File: config.mk
export PLATFORM = sky130hd
export DESIGN_NAME = mul_arbiter_flat
export DESIGN_NICKNAME = d
export VERILOG_FILES = /design/src/rtl/mul_arbiter_pkg.sv /design/src/rtl/mul_arbiter_if.sv /design/src/rtl/mul_arbiter_rr_picker.sv /design/src/rtl/mul_arbiter.sv /design/src/flat_wrapper.sv
export SDC_FILE = /design/constraint.sdc
export NUM_CORES = 1
export LEC_CHECK = 0
export CORE_ASPECT_RATIO = 2
export CORE_MARGIN = 4
export CORE_UTILIZATION = 27
export CTS_BUF_LIST = sky130_fd_sc_hd__clkbuf_16
export DETAILED_ROUTE_END_ITERATION = 8
export PLACE_DENSITY_LB_ADDON = 0.1
export SYNTH_ARGS = -nofsm -noshare
export SYNTH_HDL_FRONTEND = slang
export SYNTH_SLANG_ARGS = --single-unit
File: constraint.sdc
create_clock -name i_clk -period 5.1 [get_ports i_clk]
set_input_delay 1.02 -clock i_clk [delete_from_list [all_inputs] [get_ports i_clk]]
set_output_delay 1.02 -clock i_clk [all_outputs]
set_load 0.01 [all_outputs]
File: src/rtl/mul_arbiter_pkg.sv
// Shared types and defaults for the multiplier arbiter.
package mul_arb_pkg;

  localparam int DEF_NREQ = 4;
  localparam int DEF_LEN  = 32;
  localparam int IDX_W    = $clog2(DEF_NREQ);

  typedef logic [IDX_W-1:0] idx_t;

  typedef enum logic [1:0] {
    ST_IDLE  = 2'd0,
    ST_ISSUE = 2'd1,
    ST_WAIT  = 2'd2,
    ST_RESP  = 2'd3
  } arb_state_t;

endpackage

File: src/rtl/mul_arbiter_if.sv
// Request/response channels plus the shared multiplier port, bundled for the arbiter.
interface mul_arbiter_if #(
  parameter int NREQ = 4,
  parameter int LEN  = 32
);
  logic [NREQ-1:0]     req_valid;
  logic [NREQ-1:0]     req_ready;
  logic [NREQ*LEN-1:0] req_a;
  logic [NREQ*LEN-1:0] req_b;
  logic [NREQ-1:0]     rsp_valid;
  logic [NREQ-1:0]     rsp_ready;
  logic [2*LEN-1:0]    rsp_product;
  logic                mul_start;
  logic [LEN-1:0]      mul_multiplicand;
  logic [LEN-1:0]      mul_multiplier;
  logic [2*LEN-1:0]    mul_product;
  logic                mul_finish;
  logic                busy;
  logic                spurious_finish;

  modport master (
    output req_valid, req_a, req_b, rsp_ready, mul_product, mul_finish,
    input  req_ready, rsp_valid, rsp_product, mul_start, mul_multiplicand,
           mul_multiplier, busy, spurious_finish
  );

  modport slave (
    input  req_valid, req_a, req_b, rsp_ready, mul_product, mul_finish,
    output req_ready, rsp_valid, rsp_product, mul_start, mul_multiplicand,
           mul_multiplier, busy, spurious_finish
  );
endinterface

File: src/rtl/mul_arbiter_rr_picker.sv
// Combinational round-robin select: first asserted request after the last grant.
module rr_picker #(
  parameter int NREQ = 4,
  parameter int IW   = 2
) (
  input  logic [NREQ-1:0] i_req,
  input  logic [IW-1:0]   i_last,
  output logic [NREQ-1:0] o_grant_onehot,
  output logic [IW-1:0]   o_grant_idx,
  output logic            o_any
);

  int w_pos;

  // Walk the ring starting just past the previous winner; the first hit wins.
  always_comb begin
    o_grant_onehot = '0;
    o_grant_idx    = '0;
    o_any          = 1'b0;
    w_pos          = 0;
    for (int k = 0; k < NREQ; k++) begin
      w_pos = (int'(i_last) + 1 + k) % NREQ;
      if (!o_any && i_req[w_pos[IW-1:0]]) begin
        o_grant_onehot[w_pos[IW-1:0]] = 1'b1;
        o_grant_idx                   = w_pos[IW-1:0];
        o_any                         = 1'b1;
      end else begin
        o_any = o_any;
      end
    end
  end

endmodule

File: src/rtl/mul_arbiter.sv
// Round-robin arbiter sequencing one shared multiplier among NREQ requesters.
module mul_arbiter
  import mul_arb_pkg::*;
#(
  parameter int NREQ = DEF_NREQ,
  parameter int LEN  = DEF_LEN
) (
  input logic          i_clk,
  input logic          i_rstn,
  mul_arbiter_if.slave bus
);

  localparam int IW = (NREQ > 1) ? $clog2(NREQ) : 1;

  arb_state_t       r_state;
  logic [IW-1:0]    r_last;
  logic [IW-1:0]    r_gidx;
  logic [NREQ-1:0]  r_gsel;
  logic [NREQ-1:0]  r_rsp_valid;
  logic [LEN-1:0]   r_opa;
  logic [LEN-1:0]   r_opb;
  logic [2*LEN-1:0] r_prod;
  logic             r_start;
  logic             r_busy;
  logic             r_spur;

  logic [NREQ-1:0]  w_onehot;
  logic [IW-1:0]    w_gidx;
  logic             w_any;
  logic             w_idle;
  logic [LEN-1:0]   w_a;
  logic [LEN-1:0]   w_b;

  rr_picker #(
    .NREQ (NREQ),
    .IW   (IW)
  ) u_picker (
    .i_req          (bus.req_valid),
    .i_last         (r_last),
    .o_grant_onehot (w_onehot),
    .o_grant_idx    (w_gidx),
    .o_any          (w_any)
  );

  // One-hot operand mux for the current pick.
  always_comb begin
    w_a = '0;
    w_b = '0;
    for (int i = 0; i < NREQ; i++) begin
      w_a = w_a | (bus.req_a[i*LEN +: LEN] & {LEN{w_onehot[i]}});
      w_b = w_b | (bus.req_b[i*LEN +: LEN] & {LEN{w_onehot[i]}});
    end
  end

  // Accept is combinational; gated by reset so every output reads 0 while rstn is low.
  assign w_idle               = (r_state == ST_IDLE) && i_rstn;
  assign bus.req_ready        = w_idle ? w_onehot : {NREQ{1'b0}};
  assign bus.rsp_valid        = r_rsp_valid;
  assign bus.rsp_product      = r_prod;
  assign bus.mul_start        = r_start;
  assign bus.mul_multiplicand = r_opa;
  assign bus.mul_multiplier   = r_opb;
  assign bus.busy             = r_busy;
  assign bus.spurious_finish  = r_spur;

  // Arbiter FSM with its operand, product and pointer registers.
  always_ff @(posedge i_clk or negedge i_rstn) begin
    if (!i_rstn) begin
      r_state     <= ST_IDLE;
      r_last      <= IW'(NREQ - 1);
      r_gidx      <= '0;
      r_gsel      <= '0;
      r_rsp_valid <= '0;
      r_opa       <= '0;
      r_opb       <= '0;
      r_prod      <= '0;
      r_start     <= 1'b0;
      r_busy      <= 1'b0;
      r_spur      <= 1'b0;
    end else begin
      if (bus.mul_finish && (r_state != ST_WAIT)) begin
        r_spur <= 1'b1;
      end
      case (r_state)
        ST_IDLE: begin
          if (w_any) begin
            r_gidx  <= w_gidx;
            r_gsel  <= w_onehot;
            r_opa   <= w_a;
            r_opb   <= w_b;
            r_start <= 1'b1;
            r_busy  <= 1'b1;
            r_state <= ST_ISSUE;
          end
        end
        ST_ISSUE: begin
          r_start <= 1'b0;
          r_state <= ST_WAIT;
        end
        ST_WAIT: begin
          if (bus.mul_finish) begin
            r_prod      <= bus.mul_product;
            r_rsp_valid <= r_gsel;
            r_state     <= ST_RESP;
          end
        end
        ST_RESP: begin
          // Only the granted requester's ready completes the handshake.
          if (|(bus.rsp_ready & r_gsel)) begin
            r_rsp_valid <= '0;
            r_last      <= r_gidx;
            r_busy      <= 1'b0;
            r_state     <= ST_IDLE;
          end
        end
        default: begin
          r_start     <= 1'b0;
          r_rsp_valid <= '0;
          r_busy      <= 1'b0;
          r_state     <= ST_IDLE;
        end
      endcase
    end
  end

endmodule

File: src/flat_wrapper.sv
// flat-port wrapper written by rule: the top's interface ports become plain ports
module mul_arbiter_flat import mul_arb_pkg::*;
#(
  parameter int NREQ = DEF_NREQ,
  parameter int LEN  = DEF_LEN
)
  (i_clk, i_rstn, bus_req_valid, bus_req_a, bus_req_b, bus_rsp_ready, bus_mul_product, bus_mul_finish, bus_req_ready, bus_rsp_valid, bus_rsp_product, bus_mul_start, bus_mul_multiplicand, bus_mul_multiplier, bus_busy, bus_spurious_finish);
  mul_arbiter_if #(.NREQ(NREQ), .LEN(LEN)) bus_i ();
  input logic i_clk;
  input logic i_rstn;
  input wire logic [$bits(bus_i.req_valid)-1:0] bus_req_valid;
  input wire logic [$bits(bus_i.req_a)-1:0] bus_req_a;
  input wire logic [$bits(bus_i.req_b)-1:0] bus_req_b;
  input wire logic [$bits(bus_i.rsp_ready)-1:0] bus_rsp_ready;
  input wire logic [$bits(bus_i.mul_product)-1:0] bus_mul_product;
  input wire logic [$bits(bus_i.mul_finish)-1:0] bus_mul_finish;
  output wire logic [$bits(bus_i.req_ready)-1:0] bus_req_ready;
  output wire logic [$bits(bus_i.rsp_valid)-1:0] bus_rsp_valid;
  output wire logic [$bits(bus_i.rsp_product)-1:0] bus_rsp_product;
  output wire logic [$bits(bus_i.mul_start)-1:0] bus_mul_start;
  output wire logic [$bits(bus_i.mul_multiplicand)-1:0] bus_mul_multiplicand;
  output wire logic [$bits(bus_i.mul_multiplier)-1:0] bus_mul_multiplier;
  output wire logic [$bits(bus_i.busy)-1:0] bus_busy;
  output wire logic [$bits(bus_i.spurious_finish)-1:0] bus_spurious_finish;
  assign bus_i.req_valid = bus_req_valid;
  assign bus_i.req_a = bus_req_a;
  assign bus_i.req_b = bus_req_b;
  assign bus_i.rsp_ready = bus_rsp_ready;
  assign bus_i.mul_product = bus_mul_product;
  assign bus_i.mul_finish = bus_mul_finish;
  assign bus_req_ready = bus_i.req_ready;
  assign bus_rsp_valid = bus_i.rsp_valid;
  assign bus_rsp_product = bus_i.rsp_product;
  assign bus_mul_start = bus_i.mul_start;
  assign bus_mul_multiplicand = bus_i.mul_multiplicand;
  assign bus_mul_multiplier = bus_i.mul_multiplier;
  assign bus_busy = bus_i.busy;
  assign bus_spurious_finish = bus_i.spurious_finish;
  mul_arbiter #(.NREQ(NREQ), .LEN(LEN)) u_core (.i_clk(i_clk), .i_rstn(i_rstn), .bus(bus_i));
endmodule
==> flow_summary_export.csv, run 1 <==
group,metric,value,unit
placement,post-dp-hpwl,29.4,mm
finish,instances_no_fill,1679,
die,fp.dieW,133,um
clock_tree,cts-resized-gates,0,
setup_path,critical_path.startpoint,"bus_req_valid[3]",
sta,rsz0062_at_grt,"no",
global_routing,grt_pass1_vias,9047,
yosys,synthArstFlopShare,100,%
sta,setup_total_negative_slack,0,ps
yosys,ys_dominant_reg_cell,"sky130_fd_sc_hd__dfrtp_1",
clock_tree,clock_sinks,145,
finish,synthToLayoutAreaGrowth,65.9,%
global_routing,grtUsageTotal,22.6,%
route,drt_wl_total,39.9,mm
sta,timing.final.crit_share,93.0,%
clock_tree,cts_tree,"built",
route,first_iter_violations,493,
sta,max-slew-margin-rel,36.4,%
clock_tree,holdBufCountCts,0,
setup_path,worst-setup-path-type,"in2out",
yosys,synth_cell_types,53,
sta,total_of_endpoints_with_negative_setup_slack_in_the_final_report,0,
sta,timing.final.max_slew_violations,0,
die,core_area,30900,um2
route,wire_per_inst,23.7,um
clock_tree,cts.repair_timing.setup_buffer_count,0,
run_status,status,"complete, no violations",
route,via_count,8713,
clock_tree,clock_tree.buffer_depth,2,
route,dr.pass1.iters,6,
yosys,synth-seq-area-share,43.1,%
clock_tree,tritoncts.num_buffers,17,
die,io_pins,470,
finish,final_nets,1578,
clock_tree,clock-root-buffer,"sky130_fd_sc_hd__clkbuf_16",
route,drt_drc_violations_left,0,
die,fp-row-count,91,
flow_run,maxCapViolCount,0,
global_routing,grt_antenna_before_repair,10,
clock_tree,worst_skew_pair.late_latency,450,ps
yosys,syn_nets,1157,
power_and_ir_drop,cellLeakagePower,5.35,nW
yosys,synth_area,8420,um2
power_and_ir_drop,powerDensity,613,nW/um2
placement,portBuffers,469,
clock_tree,htree_depth,4,
die,die-area,34200,um2
yosys,synthesis.instances,817,
min_path,holdCritPathClass,"reg2reg",
clock_tree,clkSlewWorstSetupHoldPaths,60,ps
yosys,ys_warn_count,0,
yosys,synth_seq_cells,145,
yosys,post_synth.cell_area_avg,10.3,um2
sta,worst_clock_skew,12.5,ps
finish,post_route_cells_drive_above_1_share,11.1,%
setup_path,reg2reg_from,"u_core.r_last[0]",
setup_path,critPathRequiredTime,4080,ps
sta,hold_viol,0,
placement,dpl.cell_count,1637,
global_routing,grt.overflow.total,0,
die,chipHeight,258,um
placement,gp_congestion,0.857,
global_routing,grt_start_max_net_pins,66,
setup_path,endpoint_kind,"output pin",
sta,clock.fmax,211,MHz
sta,tightestPinTransition,955,ps
route,via_to_cell_ratio,5.19,
setup_path,cp.arrival,3720,ps
die,initial_utilization,27.3,%
setup_path,worstPathMaxFanout,14,
min_path,hold_start,"u_core.bus.spurious_finish",
global_routing,grt_first_pass_wirelength,58.4,mm
power_and_ir_drop,vdd_drop_max,0.318,mV
sta,min_period,4740,ps
yosys,synth_enable_flop_cells,0,
route,drtAntennaViolNets,0,
setup_path,setup.worst_path.start_class,"input pin",
## registers in the layout, summed over array words and instances, names as in the netlist
name                         cells
u_core.bus.mul_start             1
u_core.bus.mul_multiplier       32
u_core.r_gsel                    4
u_core.r_gidx                    2
u_core.r_last                    2
u_core.bus.mul_multiplicand     32
u_core.bus.spurious_finish       1
u_core.r_state                   2
u_core.bus.rsp_valid             4
u_core.bus.rsp_product          64
u_core.bus.busy                  1
## report_power, final
group / total, mW / internal, mW / leakage, nW / switching [mW]
Sequential: 2.07 / 1.75 / 1.68 / 0.314
Combinational: 5.28 / 2.57 / 3.39 / 2.71
Clock: 1.22 / 0.636 / 0.269 / 0.580
## critical path: stages
cell and delay [ps]:
sky130_fd_sc_hd__clkdlybuf4s50_1 750, sky130_fd_sc_hd__or4bb_1 540, sky130_fd_sc_hd__a211oi_2 290, sky130_fd_sc_hd__a211oi_1 160, sky130_fd_sc_hd__a21bo_2 230, sky130_fd_sc_hd__a21oi_1 70, sky130_fd_sc_hd__nor2_1 110, sky130_fd_sc_hd__clkdlybuf4s50_1 540
## per-layer routing
metal,routed length [um],part of all wire [%],up-vias,track usage [%]
met3,3130,7.8,41,6.67
met4,938,2.4,0,8.47
li1,-,-,4016,-
met2,22200,56,410,42.5
met1,13600,34,4246,23.3
met5,0,0,-,0
## area by class of cell
cell class | count | area [um2]
flip-flops and latches | 145 | 3630
diodes | 10 | 25.0
repair buffers | 485 | 4850
multi-input cells | 577 | 4340
well taps | 418 | 523
clock inverters | 15 | 121
clock buffers | 17 | 425
inverters | 12 | 45.0
fillers | 3022 | 16900
## final timing paths
kind | endpoint | slack, ps | depth (start not counted)
min reg2reg | u_core.bus.spurious_finish | 460 | 1
min in group asynchronous | u_core.r_gsel[3] | 490 | 1
max reg2reg | u_core.bus.mul_multiplier[23] | 1330 | 9
max | bus_req_ready[3] | 360 | 8
max in group asynchronous | u_core.bus.rsp_product[11] | 3400 | 2
min | u_core.bus.spurious_finish | 460 | 1
## stage by stage
| step | hold WS [ps] | total power [mW] | cell area [um2] | worst slack [ps] | utilization (%) |
|---|---|---|---|---|---|
| global route | 498 | 9.13 | 14000 | 245 | 45.2 |
| CTS | 468 | 8.67 | 13900 | 376 | 45.2 |
| detailed placement | 455 | 7.42 | 13400 | 386 | 43.4 |
| global placement | 444 | 7.38 | 13400 | 388 | 43.4 |
| finish | 461 | 8.57 | 14000 | 358 | 45.3 |
| floorplan | 446 | 5.09 | 8420 | 1210 | - |
## Yosys cell counts (2+ instances only)
library cell	number	share of area, %
sky130_fd_sc_hd__a211oi_2	2	0.30
sky130_fd_sc_hd__a21o_1	4	0.36
sky130_fd_sc_hd__a21oi_1	4	0.24
sky130_fd_sc_hd__a221oi_1	64	6.7
sky130_fd_sc_hd__a22o_1	66	6.9
sky130_fd_sc_hd__a22oi_1	68	6.1
sky130_fd_sc_hd__a31oi_1	64	4.8
sky130_fd_sc_hd__and2_1	3	0.22
sky130_fd_sc_hd__buf_1	8	0.36
sky130_fd_sc_hd__buf_2	25	1.5
sky130_fd_sc_hd__buf_4	6	0.54
sky130_fd_sc_hd__buf_6	8	1.1
sky130_fd_sc_hd__clkbuf_1	36	1.6
sky130_fd_sc_hd__dfrtp_1	143	43
sky130_fd_sc_hd__dfstp_2	2	0.62
sky130_fd_sc_hd__ha_1	9	1.3
sky130_fd_sc_hd__inv_1	12	0.54
sky130_fd_sc_hd__mux2_2	72	9.6
sky130_fd_sc_hd__mux2i_1	4	0.48
sky130_fd_sc_hd__mux4_2	2	0.54
sky130_fd_sc_hd__nand2_1	25	1.1
sky130_fd_sc_hd__nand2b_1	64	4.8
sky130_fd_sc_hd__nand3_1	3	0.18
sky130_fd_sc_hd__nor2_1	70	3.1
sky130_fd_sc_hd__nor2b_1	3	0.22
sky130_fd_sc_hd__nor3_1	2	0.12
sky130_fd_sc_hd__nor4_1	2	0.15
sky130_fd_sc_hd__o211ai_1	2	0.18
sky130_fd_sc_hd__o21ai_0	14	0.83
sky130_fd_sc_hd__o22ai_1	2	0.15
sky130_fd_sc_hd__o31ai_1	5	0.45
sky130_fd_sc_hd__or4bb_1	2	0.27
## logic make-up (layout without fill, tap and decap cells)
kind of cell | count (synthesis) | in the layout | synth area share (%)
AOI/OAI and AO/OA | 304 | 304 | 27.9
xor gates and xnor gates | 1 | 1 | 0.104
adders and majority gates | 9 | 9 | 1.34
buffers and inverters | 95 | 529 | 5.59
DFF | 145 | 145 | 43.1
muxes | 79 | 79 | 10.8
other | 0 | 10 | 0
and+or+nand+nor | 184 | 184 | 11.1
## cell usage in the layout (no fill, tap or decap), drive strengths merged, types with 4 or more instances in the layout
master,n
mux2i,4
mux2,73
clkdlybuf4s50,468
diode,10
nand2b,64
a22oi,68
nand2,26
ha,9
clkinv,5
nor2,70
a21oi,5
inv,21
a31oi,65
clkbuf,17
a21o,4
a22o,66
dfrtp,143
o21ai,14
buf,17
a221oi,64
o31ai,5
No activity file was read; power rests on OpenSTA's default activity.
==> run 2: changes to the inputs <==
clock period = 4.75 ns   (was 5.1 ns; I/O delays follow)
==> run 2 against run 1 <==
  * Critical path depth unchanged
  * Via count increased by 0.29%
  * Worst setup slack lost 130 ps
  * Design area up 0.40%
  * Wire length rose by 0.99%
  * Sequential share of layout area down 0.10 points
  * Sequential cell count is the same
  * Register-to-register slack got worse by 260 ps
  * Clock skew down 3.7 ps
  * Clock power is 14% higher
==> flow_summary_export.csv, run 2 (synthesis gave the netlist of run 1 again) <==
group,metric,value,unit
die,fp-row-count,91,
finish,synthToLayoutAreaGrowth,66.6,%
clock_tree,cts_tree,"built",
setup_path,worst-setup-path-type,"in2out",
finish,utilization,45.4,%
sta,total_of_endpoints_with_negative_setup_slack_in_the_final_report,0,
die,die-area,34200,um2
die,fp.dieW,133,um
route,via_to_cell_ratio,5.21,
sta,fin_hold_ws,459,ps
sta,tightestPinTransition,940,ps
power_and_ir_drop,fin_total_pwr,9.31,mW
clock_tree,holdBufCountCts,0,
sta,timing.final.max_slew_violations,0,
sta,setup_total_negative_slack,0,ps
setup_path,cp_slowest_stage_delay,700,ps
setup_path,timing.critical_path.depth,8,
sta,clock.fmax,221,MHz
setup_path,path_delay_family,"buffers and inverters",
finish,seq_area,3630,um2
clock_tree,cts.repair_timing.setup_buffer_count,0,
power_and_ir_drop,internal-power,5.40,mW
power_and_ir_drop,pwr-share-seq,23.8,%
sta,max-slew-margin-rel,37.3,%
sta,worst_clock_skew,8.82,ps
global_routing,grtUsageTotal,22.5,%
setup_path,cp.arrival,3570,ps
flow_run,maxCapViolCount,0,
placement,post-dp-hpwl,29.1,mm
power_and_ir_drop,comb_power_share,61.2,%
route,drt_drc_violations_left,0,
sta,min_period,4520,ps
power_and_ir_drop,powerDensity,664,nW/um2
sta,hold_viol,0,
route,drt_wl_total,40.3,mm
route,via_count,8738,
die,core_area,30900,um2
die,initial_utilization,27.3,%
finish,fillCellCount,2934,
global_routing,grt_first_pass_wirelength,58.0,mm
setup_path,worstRegToRegCells,9,
finish,final_nets,1578,
min_path,holdCritPathClass,"reg2reg",
clock_tree,tritoncts.num_buffers,17,
setup_path,critical_path.most_common_cell,"sky130_fd_sc_hd__clkdlybuf4s50_1",
route,dr.pass1.iters,5,
clock_tree,clkSlewWorstSetupHoldPaths,70,ps
setup_path,crit_path_top_delay_cell,"sky130_fd_sc_hd__clkdlybuf4s50_1",
power_and_ir_drop,swShare,42.0,%
global_routing,grt.overflow.total,0,
route,wire_per_inst,24.0,um
global_routing,grt_start_max_net_pins,66,
setup_path,cp_cell_sequence,"clkdlybuf4s50_1 -> or4b_1 -> a211oi_2 -> a211oi_1 -> a21bo_2 -> a21oi_1 -> nor2_1 -> clkdlybuf4s50_1",
power_and_ir_drop,cellLeakagePower,5.37,nW
global_routing,grt_pass1_vias,8863,
finish,post_route_cells_drive_above_1_share,11.4,%
run_status,status,"complete, no violations",
clock_tree,clock-root-buffer,"sky130_fd_sc_hd__clkbuf_16",
clock_tree,worst_skew_pair.late_latency,450,ps
finish,layout_commonest_cell,"sky130_fd_sc_hd__clkdlybuf4s50_1",
die,io_pins,470,
setup_path,critPathRequiredTime,3800,ps
global_routing,grt_antenna_before_repair,9,
route,drtAntennaViolNets,0,
finish,layout.cells.most_common_list,"sky130_fd_sc_hd__clkdlybuf4s50_1 (468), sky130_fd_sc_hd__dfrtp_1 (143), sky130_fd_sc_hd__mux2_2 (72)",
power_and_ir_drop,p_sw,3.91,mW
min_path,timing.hold.worst_path_depth,1,
die,chipHeight,258,um
clock_tree,cts-resized-gates,0,
placement,gp_congestion,0.893,
setup_path,buffer_and_inverter_count_on_the_worst_path,2,
setup_path,endpoint_kind,"output pin",
setup_path,worstPathMaxFanout,13,
placement,dpl.cell_count,1637,
finish,multi_input_area,4350,um2
power_and_ir_drop,vdd_drop_max,0.324,mV
sta,rsz0062_at_grt,"no",
clock_tree,htree_depth,4,
placement,portBuffers,469,
sta,timing.final.crit_share,95.1,%
finish,instances_no_fill,1678,
clock_tree,clock_tree.buffer_depth,2,
clock_tree,clock_sinks,145,
power_and_ir_drop,clock_power_share,14.9,%
route,first_iter_violations,490,
setup_path,setup.worst_path.start_class,"input pin",
finish,largest_register_ffs,64,
## run 2: changes by cell type in the layout (fill, tap and decap cells not counted)
cell	change
sky130_fd_sc_hd__inv_8	+1
sky130_fd_sc_hd__mux2i_2	+1
sky130_fd_sc_hd__buf_12	+1
sky130_fd_sc_hd__clkinv_1	-2
sky130_fd_sc_hd__clkinv_8	+1
sky130_fd_sc_hd__bufinv_16	+1
sky130_fd_sc_hd__inv_6	+1
sky130_fd_sc_hd__buf_4	-1
sky130_fd_sc_hd__clkinv_4	-1
sky130_fd_sc_hd__diode_2	-1
sky130_fd_sc_hd__clkinvlp_4	-1
sky130_fd_sc_hd__mux2i_1	-1
## run 2: final cells by class
cell class | count | share of cell area (%)
Clock buffer | 17 | 3.03
Sequential cell | 145 | 25.9
Inverter | 12 | 0.321
Antenna cell | 9 | 0.161
Tap cell | 418 | 3.73
Multi-Input combinational cell | 577 | 31.0
Clock inverter | 15 | 1.17
Timing Repair Buffer | 485 | 34.7
## run 2: worst paths after layout
kind                       slack [ps]                              to                        from
setup / recovery                  230                bus_req_ready[3]            bus_req_valid[2]
hold / removal                    460      u_core.bus.spurious_finish  u_core.bus.spurious_finish
setup reg to reg                 1070   u_core.bus.mul_multiplier[16]            u_core.r_last[0]
hold reg to reg                   460      u_core.bus.spurious_finish  u_core.bus.spurious_finish
max in group asynchronous        3080   u_core.bus.mul_multiplier[12]                      i_rstn
min in group asynchronous         480  u_core.bus.mul_multiplicand[9]                      i_rstn
## run 2: worst reg2reg max path, delay by kind of cell (launching register included)
| kind | cells | cell delay, ps |
|---|---|---|
| flops | 1 | 530 |
| fa+ha+maj | 1 | 410 |
| buf+inv | 2 | 980 |
| mux | 1 | 400 |
| simple gates | 1 | 340 |
| compound gates | 4 | 940 |
## run 2: metrics by stage
stage | area, um2 | setup slack [ps]
after floorplan | 8420 | 934
after global placement | 13400 | 270
after detailed placement | 13400 | 250
after CTS | 14000 | 148
after global routing | 14000 | 88.6
final | 14000 | 233
## run 2: power groups by stage
stage | clock [mW] | combinational (mW) | sequential (mW)
2_1_floorplan | 0 | 2.99 | 2.48
3_3_place_gp | 0 | 5.72 | 2.22
3_5_place_dp | 0 | 5.74 | 2.24
4_1_cts | 1.44 | 5.76 | 2.23
5_1_grt | 1.48 | 6.10 | 2.30
6_report | 1.39 | 5.70 | 2.22
## run 2: layer usage
| layer | vias to the layer above | share of wire [%] | GRT usage [%] |
|---|---|---|---|
| li1 | 4014 | - | - |
| met1 | 4275 | 34 | 23.2 |
| met2 | 398 | 55 | 42.2 |
| met3 | 51 | 7.2 | 6.16 |
| met4 | 0 | 2.9 | 9.68 |
| met5 | - | 0 | 0 |
==> run 3: changes to the inputs <==
PLACE_DENSITY_LB_ADDON = not set   (was 0.1)
==> run 3 against run 2 <==
  * Global-route usage down 0.72 points
  * Worst hold slack worse by 43 ps
  * Clock skew up 1.7 ps
  * Worst setup slack worse by 35 ps
  * Power up 0.76%
  * Register-to-register slack better by 120 ps
  * Highest routed layer unchanged
  * Fmax down 0.78%
  * Design area about the same
==> flow_summary_export.csv, run 3 (synthesis gave the netlist of run 1 again) <==
group,metric,value,unit
run_status,status,"complete, no violations",
route,drtAntennaViolNets,0,
route,drt_wl_total,38.9,mm
clock_tree,clock_tree.buffer_depth,2,
clock_tree,cts-resized-gates,0,
global_routing,gr-max-usage-layer,"met2",
route,via_count,8975,
placement,gp_congestion,0.855,
clock_tree,htree_depth,4,
sta,timing.final.max_slew_violations,0,
clock_tree,clkSlewWorstSetupHoldPaths,80,ps
power_and_ir_drop,comb_power_share,60.9,%
finish,layout.cells.most_common_list,"sky130_fd_sc_hd__clkdlybuf4s50_1 (468), sky130_fd_sc_hd__dfrtp_1 (143), sky130_fd_sc_hd__mux2_2 (72)",
finish,largest_register_ffs,64,
clock_tree,cts_tree,"built",
setup_path,cp.arrival,3600,ps
placement,portBuffers,469,
finish,final_nets,1582,
clock_tree,tritoncts.num_buffers,17,
setup_path,endpoint_kind,"output pin",
setup_path,worstPathMaxFanout,14,
global_routing,grtUsageMet1,25.1,%
clock_tree,holdBufCountCts,0,
sta,rsz0062_at_grt,"no",
die,initial_utilization,27.3,%
sta,timing.final.crit_share,95.8,%
route,first_iter_violations,492,
die,core_area,30900,um2
finish,post_route_cells_drive_above_1_share,11.5,%
die,chipHeight,258,um
global_routing,grtUsageTotal,21.8,%
global_routing,grt_first_pass_wirelength,57.3,mm
sta,fin_hold_ws,417,ps
global_routing,grt.overflow.total,0,
sta,min_period,4550,ps
route,via_to_cell_ratio,5.35,
placement,post-dp-hpwl,28.2,mm
clock_tree,clock_sinks,145,
route,wire_per_inst,23.2,um
power_and_ir_drop,vdd_drop_max,0.673,mV
flow_run,maxCapViolCount,0,
finish,synthToLayoutAreaGrowth,66.7,%
clock_tree,cts.repair_timing.setup_buffer_count,0,
power_and_ir_drop,pwr-share-seq,23.7,%
sta,tightestPinTransition,950,ps
power_and_ir_drop,internal-power,5.44,mW
global_routing,grt_pass1_vias,9069,
clock_tree,clock-root-buffer,"sky130_fd_sc_hd__clkbuf_16",
global_routing,global_route.usage.met3,4.83,%
sta,max-slew-margin-rel,36.7,%
setup_path,worstRegToRegCells,9,
sta,hold_viol,0,
power_and_ir_drop,p_sw,3.94,mW
global_routing,grt_start_max_net_pins,66,
finish,layout_commonest_cell,"sky130_fd_sc_hd__clkdlybuf4s50_1",
power_and_ir_drop,cellLeakagePower,5.39,nW
power_and_ir_drop,swShare,42.0,%
min_path,holdCritPathClass,"in2async",
route,dr.pass1.iters,5,
sta,clock.fmax,220,MHz
die,fp.dieW,133,um
power_and_ir_drop,fin_total_pwr,9.38,mW
sta,total_of_endpoints_with_negative_setup_slack_in_the_final_report,0,
die,die-area,34200,um2
global_routing,grt_antenna_before_repair,5,
finish,fillCellCount,2943,
die,io_pins,470,
route,drt_drc_violations_left,0,
global_routing,grt_use_met2,37.7,%
die,fp-row-count,91,
power_and_ir_drop,clock_power_share,15.4,%
setup_path,setup.worst_path.start_class,"input pin",
power_and_ir_drop,powerDensity,668,nW/um2
clock_tree,worst_skew_pair.late_latency,450,ps
setup_path,worst-setup-path-type,"in2out",
setup_path,critPathRequiredTime,3800,ps
sta,worst_clock_skew,10.5,ps
sta,setup_total_negative_slack,0,ps
setup_path,setup.reg_to_reg.worst_slack,1190,ps
run 3: area by class of cell:
type / instances / area (um2) / area share [%]
Antenna cell: 6 / 15.0 / 0.107
Clock buffer: 17 / 425 / 3.03
Clock inverter: 15 / 191 / 1.36
Inverter: 12 / 45.0 / 0.321
Multi-Input combinational cell: 577 / 4340 / 30.9
Sequential cell: 145 / 3630 / 25.9
Tap cell: 418 / 523 / 3.73
Timing Repair Buffer: 489 / 4860 / 34.6
run 3: layer usage:
metal | wire length [um] | part of all wire (%)
met3 | 2680 | 6.9
met4 | 1670 | 4.3
met5 | 0 | 0
met1 | 14100 | 36
met2 | 20400 | 53
run 3: worst max-delay path, cell delays in order:
cell and delay (ps):
sky130_fd_sc_hd__clkdlybuf4s50_1 620, sky130_fd_sc_hd__or4b_1 610, sky130_fd_sc_hd__a211oi_2 290, sky130_fd_sc_hd__a211oi_1 150
sky130_fd_sc_hd__a21bo_2 240, sky130_fd_sc_hd__a21oi_1 50, sky130_fd_sc_hd__nor2_1 130, sky130_fd_sc_hd__clkdlybuf4s50_1 560
run 3: worst paths after layout:
path	start	to
max	bus_req_valid[3]	bus_req_ready[3]
min	i_rstn	u_core.bus.rsp_product[3]
max reg2reg	u_core.r_last[0]	u_core.bus.mul_multiplier[8]
min reg2reg	u_core.bus.spurious_finish	u_core.bus.spurious_finish
max in group asynchronous	i_rstn	u_core.bus.mul_multiplier[21]
min in group i_clk	u_core.bus.spurious_finish	u_core.bus.spurious_finish
run 3: power groups by stage:
stage	clock network, mW	registers [mW]	logic [mW]
after floorplan	0	2.48	2.99
after global placement	0	2.21	5.69
after detailed placement	0	2.24	5.75
after CTS	1.49	2.23	5.77
after global routing	1.53	2.30	6.12
final	1.44	2.22	5.71
run 3: stage by stage:
stage               cell area [um2]  std cells  util (%)  setup WS [ps]
detailed placement            13400       1641      43.4            243
global route                  14000       1678      45.5           78.3
finish                        14000       1679      45.5            198
floorplan                      8420        817         -            934
CTS                           14000       1673      45.4            216
global placement              13400       1641      43.4            235
